$ cat src/rtl/if_fetch.sv
// Instruction-fetch stage: owns the PC, drives the 1-cycle-latency ROM, and hands
// (inst, pc) pairs to decode over valid/ready. A 1-entry skid holds a word decode refused.
module if_fetch #(
    parameter logic [31:0] RESET_PC = 32'h0000_0000,
    parameter logic [31:0] NOP_INST = 32'h0000_0013
) (
    input  logic        clk,
    input  logic        rst,
    output logic [31:0] rom_pc_o,
    input  logic [31:0] rom_inst_i,
    input  logic        jump_en_i,
    input  logic [31:0] jump_addr_i,
    input  logic        id_ready_i,
    output logic        id_valid_o,
    output logic [31:0] id_inst_o,
    output logic [31:0] id_pc_o
);

    logic [31:0] pc_q, pc_d;
    logic        req_vld_q, req_vld_d;
    logic [31:0] req_pc_q, req_pc_d;
    logic        skid_vld_q, skid_vld_d;
    logic [31:0] skid_inst_q, skid_inst_d;
    logic [31:0] skid_pc_q, skid_pc_d;

    logic [31:0] jump_target;
    logic        out_vld;
    logic        issue;
    logic        capture;
    logic        drain;
    logic [1:0]  unused_jump_lsbs;

    assign unused_jump_lsbs = jump_addr_i[1:0];
    assign jump_target      = {jump_addr_i[31:2], 2'b00};

    // A redirect kills whatever is presented this cycle, including a held skid word.
    assign out_vld = (skid_vld_q | req_vld_q) & ~jump_en_i;
    assign issue   = ~jump_en_i & (id_ready_i | (~skid_vld_q & ~req_vld_q));
    assign capture = req_vld_q & ~skid_vld_q & ~id_ready_i & ~jump_en_i;
    assign drain   = out_vld & id_ready_i & skid_vld_q;

    always_comb begin
        pc_d        = pc_q;
        req_vld_d   = req_vld_q;
        req_pc_d    = req_pc_q;
        skid_vld_d  = skid_vld_q;
        skid_inst_d = skid_inst_q;
        skid_pc_d   = skid_pc_q;

        if (jump_en_i) begin
            pc_d       = jump_target;
            req_vld_d  = 1'b0;
            skid_vld_d = 1'b0;
        end else begin
            if (issue) begin
                req_vld_d = 1'b1;
                req_pc_d  = pc_q;
                pc_d      = pc_q + 32'd4;
            end else begin
                // Stalled: PC is held so the ROM simply re-reads the same address.
                req_vld_d = 1'b0;
            end

            if (capture) begin
                skid_vld_d  = 1'b1;
                skid_inst_d = rom_inst_i;
                skid_pc_d   = req_pc_q;
            end else if (drain) begin
                skid_vld_d = 1'b0;
            end
        end
    end

    always_ff @(posedge clk or posedge rst) begin
        if (rst) begin
            pc_q        <= RESET_PC;
            req_vld_q   <= 1'b0;
            req_pc_q    <= RESET_PC;
            skid_vld_q  <= 1'b0;
            skid_inst_q <= 32'h0;
            skid_pc_q   <= 32'h0;
        end else begin
            pc_q        <= pc_d;
            req_vld_q   <= req_vld_d;
            req_pc_q    <= req_pc_d;
            skid_vld_q  <= skid_vld_d;
            skid_inst_q <= skid_inst_d;
            skid_pc_q   <= skid_pc_d;
        end
    end

    assign rom_pc_o   = pc_q;
    assign id_valid_o = out_vld;
    assign id_pc_o    = skid_vld_q ? skid_pc_q : req_pc_q;

    always_comb begin
        id_inst_o = NOP_INST;
        if (out_vld) begin
            id_inst_o = skid_vld_q ? skid_inst_q : rom_inst_i;
        end
    end

endmodule

$ cat config.mk
export PLATFORM = sky130hd
export DESIGN_NAME = if_fetch
export DESIGN_NICKNAME = d
export VERILOG_FILES = /design/src/rtl/if_fetch.sv
export SDC_FILE = /design/constraint.sdc
export NUM_CORES = 1
export LEC_CHECK = 0
export CORE_ASPECT_RATIO = 0.5
export CORE_MARGIN = 5
export CORE_UTILIZATION = 49
export CTS_CLUSTER_DIAMETER = 60
export DETAILED_ROUTE_END_ITERATION = 6
export PLACE_DENSITY = 0.81
export SYNTH_ARGS = -nofsm -noshare
export SYNTH_HDL_FRONTEND = slang
export SYNTH_SLANG_ARGS = --single-unit
$ cat constraint.sdc
create_clock -name clk -period 5.2 [get_ports clk]
set_input_delay 0.78 -clock clk [delete_from_list [all_inputs] [get_ports clk]]
set_output_delay 0.78 -clock clk [all_outputs]
set_load 0.05 [all_outputs]
### Word-level counts from Yosys, hierarchy flattened

Cells that the tools add are included.

| word-level totals | value |
|---|---|
| logic and storage cells | 35 |
| output and inout bits | 97 |
| memories kept | 0 |
| memory bits (writable) | 0 |
| memory bits (read-only) | 0 |
| input port bits | 68 |
| bits in latches | 0 |
| bits in registers | 130 |

| operators by class | value |
|---|---|
| eq/ne operators | 0 |
| divide/modulo/power cells | 0 |
| muxes and demuxes | 10 |
| order comparisons | 0 |
| bitwise operators | 14 |
| reduce and logical (&&, ||, !) cells | 4 |
| shift operators | 0 |
| $add $sub $neg | 1 |
| multipliers | 0 |

Operators with widths:

| operator | count |
|---|---|
| $mux 32 | 5 |
| $add 32x3->32 const B | 1 |
| $and 1x1->1 | 8 |
| $mux 1 | 5 |
| $not 1->1 | 4 |
| $reduce_and 2->1 | 2 |
| $reduce_bool 3->1 | 1 |
| $or 1x1->1 | 2 |
| $reduce_bool 2->1 | 1 |

### Logic depth before layout (Yosys ltp)

Gate-level depths: netlist of the first run.

| depth | value |
|---|---|
| word-level depth | 7 |
| gate-level depth with buffers | 7 |
| mapped depth without buffers | 6 |

### Least setup slack after synthesis of the first run

No wires, ideal clock.

| timing | value |
|---|---|
| path type | input -> output |
| from | in jump_en_i |
| to | out id_inst_o[0] |
| buffers on the path | 2 |
| data arrival time | 2.231 ns |
| data required time | 4.420 ns |
| cell stages on the path | 5 |
| setup slack | 2.189 ns |
| cell sequence | buf_2 or2_2 clkbuf_1 inv_1 nand2_1 |

| on the way | value |
|---|---|
| word-level cells in the longest chain between the ends | 3 |

Ends and longest elaborated chain:

| element | line | text |
|---|---|---|
| from (decl) | 11 | `input logic jump_en_i,` |
| $not 1->1 (no source line) | - |  |
| $and 1x1->1 | 37 | `assign out_vld = (skid_vld_q \| req_vld_q) & ~jump_en_i;` |
| named net id_valid_o | 14 | `output logic id_valid_o,` |
| $mux 32 | 98 | `if (out_vld) begin` |
| to (decl) | 15 | `output logic [31:0] id_inst_o,` |

The timed path passes the listed nets, and every way through them passes these cells.

### Worst setup path in the final report of the first run

| timing | value |
|---|---|
| from | reg skid_vld_q |
| to | out id_valid_o |

| on the way | value |
|---|---|
| word-level cells in the longest chain between the ends | 2 |

Ends and longest elaborated chain:

| element | line | text |
|---|---|---|
| from (decl) | 22 | `logic skid_vld_q, skid_vld_d;` |
| from (signal assigned) | 86 | `skid_vld_q <= skid_vld_d;` |
| $or 1x1->1 | 37 |  |
| $and 1x1->1 | 37 |  |
| to (decl) | 14 |  |

Every way passes these cells.

==> results of run 1 <==
Yosys cell counts (2+ instances only):
cell type,number
and4_1,3
mux2_1,32
a22oi_1,2
buf_2,8
a31oi_1,2
buf_4,5
o21ai_1,2
inv_1,7
xnor2_1,8
buf_6,6
and3_1,5
dfrtp_1,124
nor2_1,38
mux2i_1,33
nor3_1,3
nand4_1,9
mux2_2,61
clkbuf_1,13
nand3_1,12
nand2_1,119
a221o_1,3
nand2b_1,2
o21ai_0,29
nor3b_1,2
nor4b_4,2
buf_1,3
xor2_1,12
a21oi_1,3
state kept, by name (all words and copies together) (netlist names):
| signal | flops |
|---|---|
| rom_pc_o | 30 |
| skid_pc_q | 30 |
| skid_vld_q | 1 |
| req_pc_q | 30 |
| skid_inst_q | 32 |
| req_vld_q | 1 |
power by group:
| part | internal, mW | switching, mW |
|---|---|---|
| combinational | 0.361 | 0.501 |
| clock | 0.902 | 0.425 |
| sequential | 1.16 | 0.144 |
path summary, 6_finish.rpt:
kind	start	endpoint	depth (start not counted)
max	skid_vld_q	id_valid_o	4
min	skid_inst_q[8]	skid_inst_q[8]	1
max reg2reg	skid_vld_q	rom_pc_o[5]	6
min reg2reg	skid_inst_q[8]	skid_inst_q[8]	1
max in group asynchronous	rst	req_pc_q[31]	3
min in group asynchronous	rst	skid_inst_q[16]	2
routing by layer:
layer	routed length, microns	track usage, %	vias up
li1	-	-	2248
met1	6710	27.0	2348
met5	0	0	-
met4	140	6.55	0
met2	7790	36.6	134
met3	906	5.26	12
layout make-up:
type | instances | area [sq um]
clock buffers | 22 | 484
inverters | 7 | 28.8
fillers | 880 | 3590
repair buffers | 163 | 1630
flip-flops and latches | 124 | 3110
well taps | 165 | 206
multi-input cells | 403 | 2820
clock inverters | 10 | 185
cells by family (layout without fill, tap and decap cells):
kind of cell	after synthesis	count (layout)	synth area share, %
fa+ha+maj	1	1	0.204
compound gates	48	48	4.77
other cells	1	4	0.0611
xor+xnor	20	20	2.85
buf+inv	42	202	3.77
flops	124	124	50.5
simple gates	204	204	15.4
mux	126	126	22.4
per-stage QoR:
step	total power [mW]	hold slack, ns	instance area, sq um
after floorplan	1.90	0.452	6150
after global placement	2.15	0.462	7790
after detailed placement	2.18	0.472	7790
after CTS	3.52	0.484	8460
after global routing	3.64	0.499	8460
final	3.49	0.483	8460
==> results.py, run 1 <==
metrics = {
    "status": {
        "status": "complete, no violations",
    },
    "timing": {
        "timing.final.ws_setup_ns": 1.14,
        "setup_tns_ns": 0,
        "finalCritPeriodShare_pct": 78.1,
        "rsz0062_at_grt": "false",
        "timing.final.hold_violations": 0,
        "min_period_ns": 4.06,
        "worst_pin_slew_ns": 1.09,
        "fin_worst_skew_ns": 0.0111,
        "slew_headroom_pct": 27.1,
        "setup_violations": 0,
        "fmax_mhz": 246,
        "final_max_slew_viol_count": 0,
    },
    "clock_network": {
        "insertion_delay_ns": 0.41,
        "cts_max_level": 4,
        "cts_buffers": 17,
        "ctsHoldBuffers": 0,
        "cts_setup_buffers": 0,
        "cts-resized-gates": 0,
        "clkTransAtPathRegs_ns": 0.05,
        "cts-root-buf": "clkbuf_16",
        "cts_buffer_depth": 2,
        "tritoncts": "yes",
        "cts_num_sinks": 124,
    },
    "die": {
        "die_h_microns": 89.2,
        "pin_count": 165,
        "start_util_pct": 51.0,
        "die_x_microns": 168,
        "dieArea_sq_mm": 0.0150,
        "core_area_sq_mm": 0.0121,
        "fp-row-count": 28,
    },
    "place": {
        "hpwlAfterDp_mm": 10.4,
        "post-place-cells": 862,
        "gp_congestion": 0.794,
        "dpl_worst_slack_ns": 1.56,
        "io_buffers": 158,
    },
    "synth": {
        "mappedNetlistArea_sq_mm": 0.00614,
        "async_flop_share_pct": 100,
        "yosys_warnings": 0,
        "synthCells": 566,
        "yosysTopAreaCellShare_pct": 50.5,
        "ys_seq_area_share_pct": 50.5,
        "synth_top_cell_by_area": "dfrtp_1",
        "synth_edf_count": 0,
        "postSynthAreaPerCell_sq_um": 10.9,
        "synth_area_leaders": "dfrtp_1 51%, mux2_2 11%, nand2_1 7.3%, mux2_1 5.9%, mux2i_1 5.4%",
        "synth_cell_types": 46,
        "synthFlopType": "dfrtp_1",
        "ys_ff_latch": 124,
    },
    "setup_path": {
        "critPathKind": "register to output pin",
        "crit_path_start_kind": "register",
        "cp.arrival_ns": 3.28,
        "cp_num_buf_inv": 2,
        "reg2reg_slack_ns": 2.37,
        "slowest_delay_ns": 1.14,
        "crit_slowest_cell": "dfrtp_4",
        "critPathRequiredTime_ns": 4.42,
        "endpoint_kind": "output pin",
        "crit_family": "flip-flops",
        "path_cells": "nor2_1 > or2_2 > inv_1 > clkdlybuf4s50_1",
        "worst-path-max-fanout": 66,
    },
    "global_route": {
        "grt_usage_pct": 21.2,
        "grt_first_pass_wirelength_mm": 25.3,
        "grt_max_degree": 67,
        "overflow": 0,
        "grt_antenna_before_repair": 0,
        "grt_pass1_vias": 4888,
    },
    "routing": {
        "drtPass1Iterations": 5,
        "wl_per_cell_microns": 17.4,
        "drc": 0,
        "ant_nets": 0,
        "drt_iter0_drc": 323,
        "viasPerCell": 5.30,
        "routed_wl_mm": 15.5,
        "vias": 4742,
    },
    "layout": {
        "final_common_cell": "clkdlybuf4s50_1",
        "fin_cells": 894,
        "final_util_pct": 70.2,
        "layout_common_cells": "157 x clkdlybuf4s50_1, 123 x dfrtp_1, 119 x nand2_1, 61 x mux2_2, 38 x nor2_1",
        "drive_gt1_share_pct": 14.8,
        "finish.net_count": 785,
        "num_antenna_cells": 0,
        "area_growth_pct": 37.7,
    },
    "power_and_ir_drop": {
        "vdd_drop_max_mv": 0.219,
        "p_leak_nw": 3.62,
        "p_per_area_mw_per_mm2": 413,
    },
    "job": {
        "maxCapViolations": 0,
    },
    "hold_path": {
        "hold_path.class": "register to register",
    },
}
Note: power is estimated with default switching activity, not from simulation.
==> inputs of run 2 (changes only) <==
--- a/config.mk
+++ b/config.mk
@@ -7,10 +7,10 @@
 export LEC_CHECK = 0
 export CORE_ASPECT_RATIO = 0.5
 export CORE_MARGIN = 5
-export CORE_UTILIZATION = 49
+export CORE_UTILIZATION = 44
 export CTS_CLUSTER_DIAMETER = 60
 export DETAILED_ROUTE_END_ITERATION = 6
-export PLACE_DENSITY = 0.81
+export PLACE_DENSITY = 0.77
 export SYNTH_ARGS = -nofsm -noshare
 export SYNTH_HDL_FRONTEND = slang
 export SYNTH_SLANG_ARGS = --single-unit
==> constraint.sdc (replaced) <==
create_clock -name clk -period 3.5 [get_ports clk]
set_input_delay 0.525 -clock clk [delete_from_list [all_inputs] [get_ports clk]]
set_output_delay 0.525 -clock clk [all_outputs]
set_load 0.05 [all_outputs]
==> run 2 against run 1 <==
Against the previous run: final cell count grew 3.5%; flip-flop and latch count is the same; clock power grew 40%; die area grew 10%; critical endpoint is now id_inst_o[11]; combinational power grew 47%; via count shrank 0.49%; design area shrank 0.71%; non-clock buffer count grew 4; wire length shrank 1.1%; global-route usage shrank 2.3 points; total power grew 45%; setup slack lost 0.89 ns.
==> results.py, run 2 (synthesized netlist as in run 1, its figures left out) <==
metrics = {
    "status": {
        "status": "complete, no violations",
    },
    "layout": {
        "drive_gt1_share_pct": 19.6,
        "final_common_cell": "clkdlybuf4s50_1",
        "layout_common_cells": "124 x clkdlybuf4s50_1, 123 x dfrtp_1, 119 x nand2_1, 61 x mux2_2, 41 x buf_4",
        "finish.net_count": 789,
        "regMostFlops": "skid_inst_q",
        "final_util_pct": 61.6,
        "largest_reg_flops": 32,
        "area_growth_pct": 36.7,
        "num_antenna_cells": 0,
        "fill_cells": 1080,
    },
    "routing": {
        "viasPerCell": 5.10,
        "ant_nets": 0,
        "drtPass1Iterations": 4,
        "routed_wl_mm": 15.4,
        "wl_per_cell_microns": 16.6,
        "drc": 0,
        "drt_iter0_drc": 240,
        "vias": 4719,
    },
    "global_route": {
        "overflow": 0,
        "grt_antenna_before_repair": 0,
        "grt_usage_pct": 18.9,
        "grt_first_pass_wirelength_mm": 25.0,
        "grt_max_degree": 67,
        "grt_pass1_vias": 4868,
    },
    "clock_network": {
        "cts_setup_buffers": 0,
        "insertion_delay_ns": 0.40,
        "cts_max_level": 4,
        "clkTransAtPathRegs_ns": 0.06,
        "cts_num_sinks": 124,
        "cts_buffers": 17,
        "cts-root-buf": "clkbuf_16",
        "cts-resized-gates": 0,
        "tritoncts": "yes",
        "ctsHoldBuffers": 0,
        "cts_buffer_depth": 2,
    },
    "place": {
        "gp_congestion": 0.794,
        "hpwlAfterDp_mm": 10.5,
        "io_buffers": 158,
    },
    "setup_path": {
        "crit_path_start_kind": "register",
        "cp.arrival_ns": 2.73,
        "critPathRequiredTime_ns": 2.97,
        "endpoint_kind": "output pin",
        "worst-path-max-fanout": 66,
        "critPathKind": "register to output pin",
    },
    "timing": {
        "final_max_slew_viol_count": 0,
        "timing.final.hold_violations": 0,
        "fmax_mhz": 307,
        "min_period_ns": 3.26,
        "worst_pin_slew_ns": 1.09,
        "setup_tns_ns": 0,
        "rsz0062_at_grt": "false",
        "finalCritPeriodShare_pct": 93.0,
        "slew_headroom_pct": 27.6,
        "setup_violations": 0,
        "fin_worst_skew_ns": 0.0123,
    },
    "die": {
        "start_util_pct": 45.1,
        "fp-row-count": 30,
        "pin_count": 165,
        "die_x_microns": 177,
        "dieArea_sq_mm": 0.0166,
        "die_h_microns": 93.5,
        "core_area_sq_mm": 0.0136,
    },
    "job": {
        "maxCapViolations": 0,
    },
    "hold_path": {
        "hold_path.class": "register to register",
    },
    "power_and_ir_drop": {
        "p_leak_nw": 3.67,
        "vdd_drop_max_mv": 0.323,
        "p_per_area_mw_per_mm2": 603,
    },
}
## run 2: changes by cell type in the layout (fill, tap and decap cells not counted), sizes merged
| cell | change |
|---|---|
| clkdlybuf4s50 | -33 |
| bufinv | -1 |
| clkinvlp | +3 |
| inv | -1 |
| clkbuf | -1 |
| buf | +37 |
## run 2: layout make-up
class / count / area, sq um / area share (%)
clock buffer: 21 / 460 / 5.48
clock inverter: 11 / 166 / 1.98
inverter: 7 / 30.0 / 0.358
multi-input combinational: 403 / 2820 / 33.6
sequential: 124 / 3110 / 37.0
tap: 192 / 240 / 2.86
timing repair buffer: 167 / 1570 / 18.7
## run 2: layer usage
metal / part of all wire (%) / track usage (%) / vias to the layer above
met5: 0 / 0 / -
met4: 0.71 / 4.83 / 0
met3: 4.5 / 4.93 / 6
met2: 49 / 33.0 / 123
met1: 46 / 23.6 / 2332
li1: - / - / 2258
## run 2: final timing paths
| check | from | to | slack [ns] | cells after the start |
|---|---|---|---|---|
| hold / removal | skid_pc_q[11] | skid_pc_q[11] | 0.48 | 1 |
| hold reg to reg | skid_pc_q[11] | skid_pc_q[11] | 0.48 | 1 |
| setup reg to reg | skid_vld_q | rom_pc_o[5] | 0.91 | 6 |
| min in group asynchronous | rst | skid_pc_q[2] | 0.68 | 2 |
| max in group asynchronous | rst | skid_vld_q | 1.98 | 3 |
| setup / recovery | skid_vld_q | id_inst_o[11] | 0.24 | 4 |
## run 2: power by group
group / internal [mW] / switching (mW)
clock: 1.23 / 0.629
combinational: 0.531 / 0.738
sequential: 1.73 / 0.212
## run 2: critical path: stages, from the launching register on
cell	delay [ns]
dfrtp_4	1.12
nor2_1	0.10
or2_2	0.57
nor2_1	0.28
buf_4	0.24
## run 2: through the flow
stage               area (sq um)  setup WS, ns  instances  total power, mW  hold WS, ns
floorplan                   6160         0.999        569             2.82        0.452
global placement            7770         0.669        893             3.19        0.461
detailed placement          7770         0.640        893             3.24        0.471
CTS                         8400         0.178        925             5.12        0.484
global route                8400        0.0110        925             5.30        0.498
finish                      8400         0.244        925             5.06        0.481
==> inputs of run 3 (changes only) <==
--- a/config.mk
+++ b/config.mk
@@ -10,7 +10,7 @@
 export CORE_UTILIZATION = 44
 export CTS_CLUSTER_DIAMETER = 60
 export DETAILED_ROUTE_END_ITERATION = 6
-export PLACE_DENSITY = 0.77
+export PLACE_DENSITY = 0.83
 export SYNTH_ARGS = -nofsm -noshare
 export SYNTH_HDL_FRONTEND = slang
 export SYNTH_SLANG_ARGS = --single-unit
==> run 3 against run 2 <==
Against the previous run: hold slack better by 0.0023 ns; global-route usage is 0.37 points higher; setup slack worse by 0.0058 ns; critical path type unchanged; largest cell class unchanged.
==> results.py, run 3 (synthesized netlist as in run 1, its figures left out) <==
metrics = {
    "timing": {
        "hold_ws_ns": 0.484,
        "min_period_ns": 3.26,
        "worst_pin_slew_ns": 1.13,
        "fmax_mhz": 307,
        "setup_violations": 0,
        "fin_worst_skew_ns": 0.00682,
        "final_max_slew_viol_count": 0,
        "finalCritPeriodShare_pct": 93.2,
        "timing.final.hold_violations": 0,
        "slew_headroom_pct": 24.7,
        "rsz0062_at_grt": "false",
        "setup_tns_ns": 0,
    },
    "place": {
        "hpwlAfterDp_mm": 10.5,
        "io_buffers": 158,
        "gp_congestion": 0.786,
    },
    "clock_network": {
        "cts-root-buf": "clkbuf_16",
        "cts_num_sinks": 124,
        "insertion_delay_ns": 0.41,
        "cts-resized-gates": 0,
        "cts_buffer_depth": 2,
        "cts_setup_buffers": 0,
        "clkTransAtPathRegs_ns": 0.06,
        "ctsHoldBuffers": 0,
        "cts_buffers": 17,
        "tritoncts": "yes",
        "cts_max_level": 4,
    },
    "routing": {
        "met1_length_mm": 6.62,
        "wl_per_cell_microns": 17.2,
        "dr_wl_met2_mm": 7.82,
        "vias": 4776,
        "wl_met3_microns": 903,
        "drc": 0,
        "drt_iter0_drc": 286,
        "drtPass1Iterations": 4,
        "routed_wl_mm": 15.8,
        "viasPerCell": 5.19,
        "ant_nets": 0,
        "routed.top_layer": "met4",
    },
    "power_and_ir_drop": {
        "p_per_area_mw_per_mm2": 591,
        "p_leak_nw": 3.62,
        "vdd_drop_max_mv": 0.372,
    },
    "hold_path": {
        "hold_path_startpoint": "skid_pc_q[9]",
        "min_to": "skid_pc_q[9]",
        "hold_path.class": "register to register",
        "min_path_cells": 1,
    },
    "die": {
        "die_h_microns": 93.5,
        "die_x_microns": 177,
        "pin_count": 165,
        "fp-row-count": 30,
        "dieArea_sq_mm": 0.0166,
        "start_util_pct": 45.1,
        "core_area_sq_mm": 0.0136,
    },
    "global_route": {
        "grt_usage_pct": 19.3,
        "overflow": 0,
        "grt_pass1_vias": 4904,
        "grt_max_degree": 67,
        "grt_antenna_before_repair": 0,
        "grt_first_pass_wirelength_mm": 25.5,
    },
    "setup_path": {
        "path_cells": "mux2_2 > clkdlybuf4s50_1",
        "crit_slowest_cell": "dfrtp_4",
        "reg2reg_from": "skid_vld_q",
        "worst-path-max-fanout": 66,
        "crit_family": "flip-flops",
        "endpoint_kind": "output pin",
        "reg2reg_slack_ns": 0.59,
        "critPathKind": "register to output pin",
        "slowest_delay_ns": 1.13,
        "ff2ff_path_depth": 6,
        "reg2reg_to": "rom_pc_o[5]",
        "cp.arrival_ns": 2.74,
        "critPathRequiredTime_ns": 2.97,
        "crit_path_start_kind": "register",
        "cp_num_buf_inv": 1,
    },
    "layout": {
        "num_antenna_cells": 0,
        "finish.net_count": 786,
        "fill_cells": 1085,
        "seq_area_sq_mm": 0.00311,
        "layout_common_cells": "124 x clkdlybuf4s50_1, 123 x dfrtp_1, 119 x nand2_1, 61 x mux2_2, 38 x nor2_1",
        "multi_input_area_sq_mm": 0.00282,
        "area_growth_pct": 35.7,
        "largest_reg_flops": 32,
        "regMostFlops": "skid_inst_q",
        "drive_gt1_share_pct": 19.5,
        "final_common_cell": "clkdlybuf4s50_1",
    },
    "job": {
        "maxCapViolations": 0,
    },
    "status": {
        "status": "complete, no violations",
    },
}
[run 3: cell types whose count changed in the layout (fill, tap and decap cells not counted), sizes merged]
cell / previous run / this run
clkbuf: 21 / 17
buf: 43 / 40
clkinvlp: 4 / 7
bufinv: 4 / 2
clkinv: 4 / 6
[run 3: routing by layer]
| metal | GRT usage [%] | up-vias |
|---|---|---|
| li1 | - | 2257 |
| met3 | 4.12 | 34 |
| met2 | 33.6 | 133 |
| met4 | 8.75 | 0 |
| met5 | 0 | - |
| met1 | 23.2 | 2352 |
[run 3: metrics by stage]
| step | setup slack [ns] | utilization, % | instances | cell area, sq um | power (mW) |
|---|---|---|---|---|---|
| after global routing | 0.0913 | 61.2 | 921 | 8340 | 5.13 |
| after global placement | 0.672 | 57.0 | 890 | 7760 | 3.19 |
| final | 0.238 | 61.2 | 921 | 8340 | 4.92 |
| after detailed placement | 0.613 | 57.0 | 890 | 7760 | 3.25 |
| after floorplan | 0.999 | - | 569 | 6160 | 2.82 |
| after CTS | 0.225 | 61.2 | 921 | 8340 | 4.96 |
[run 3: area by class of cell]
class / count / share of cell area [%]
Sequential cell: 124 / 37.3
Multi-Input combinational cell: 403 / 33.8
Timing Repair Buffer: 164 / 18.8
Clock buffer: 17 / 5.10
Tap cell: 192 / 2.88
Clock inverter: 14 / 1.80
Inverter: 7 / 0.360
[run 3: power by group]
group	switching, mW	leakage, nW	internal, mW
sequential	0.214	1.52	1.73
clock	0.660	0.263	1.04
combinational	0.749	1.83	0.531
total	1.62	3.62	3.30
[run 3: worst max-delay path by stage]
stage	to	start	depth (start not counted)	slack, ns
after global routing	id_inst_o[0]	skid_vld_q	5	0.09
final	id_pc_o[26]	skid_vld_q	2	0.24
after detailed placement	rom_pc_o[5]	skid_vld_q	6	0.61
after global placement	id_inst_o[0]	skid_vld_q	5	0.67
after CTS	id_inst_o[0]	skid_vld_q	5	0.22
after floorplan	id_inst_o[0]	jump_en_i	5	1.0
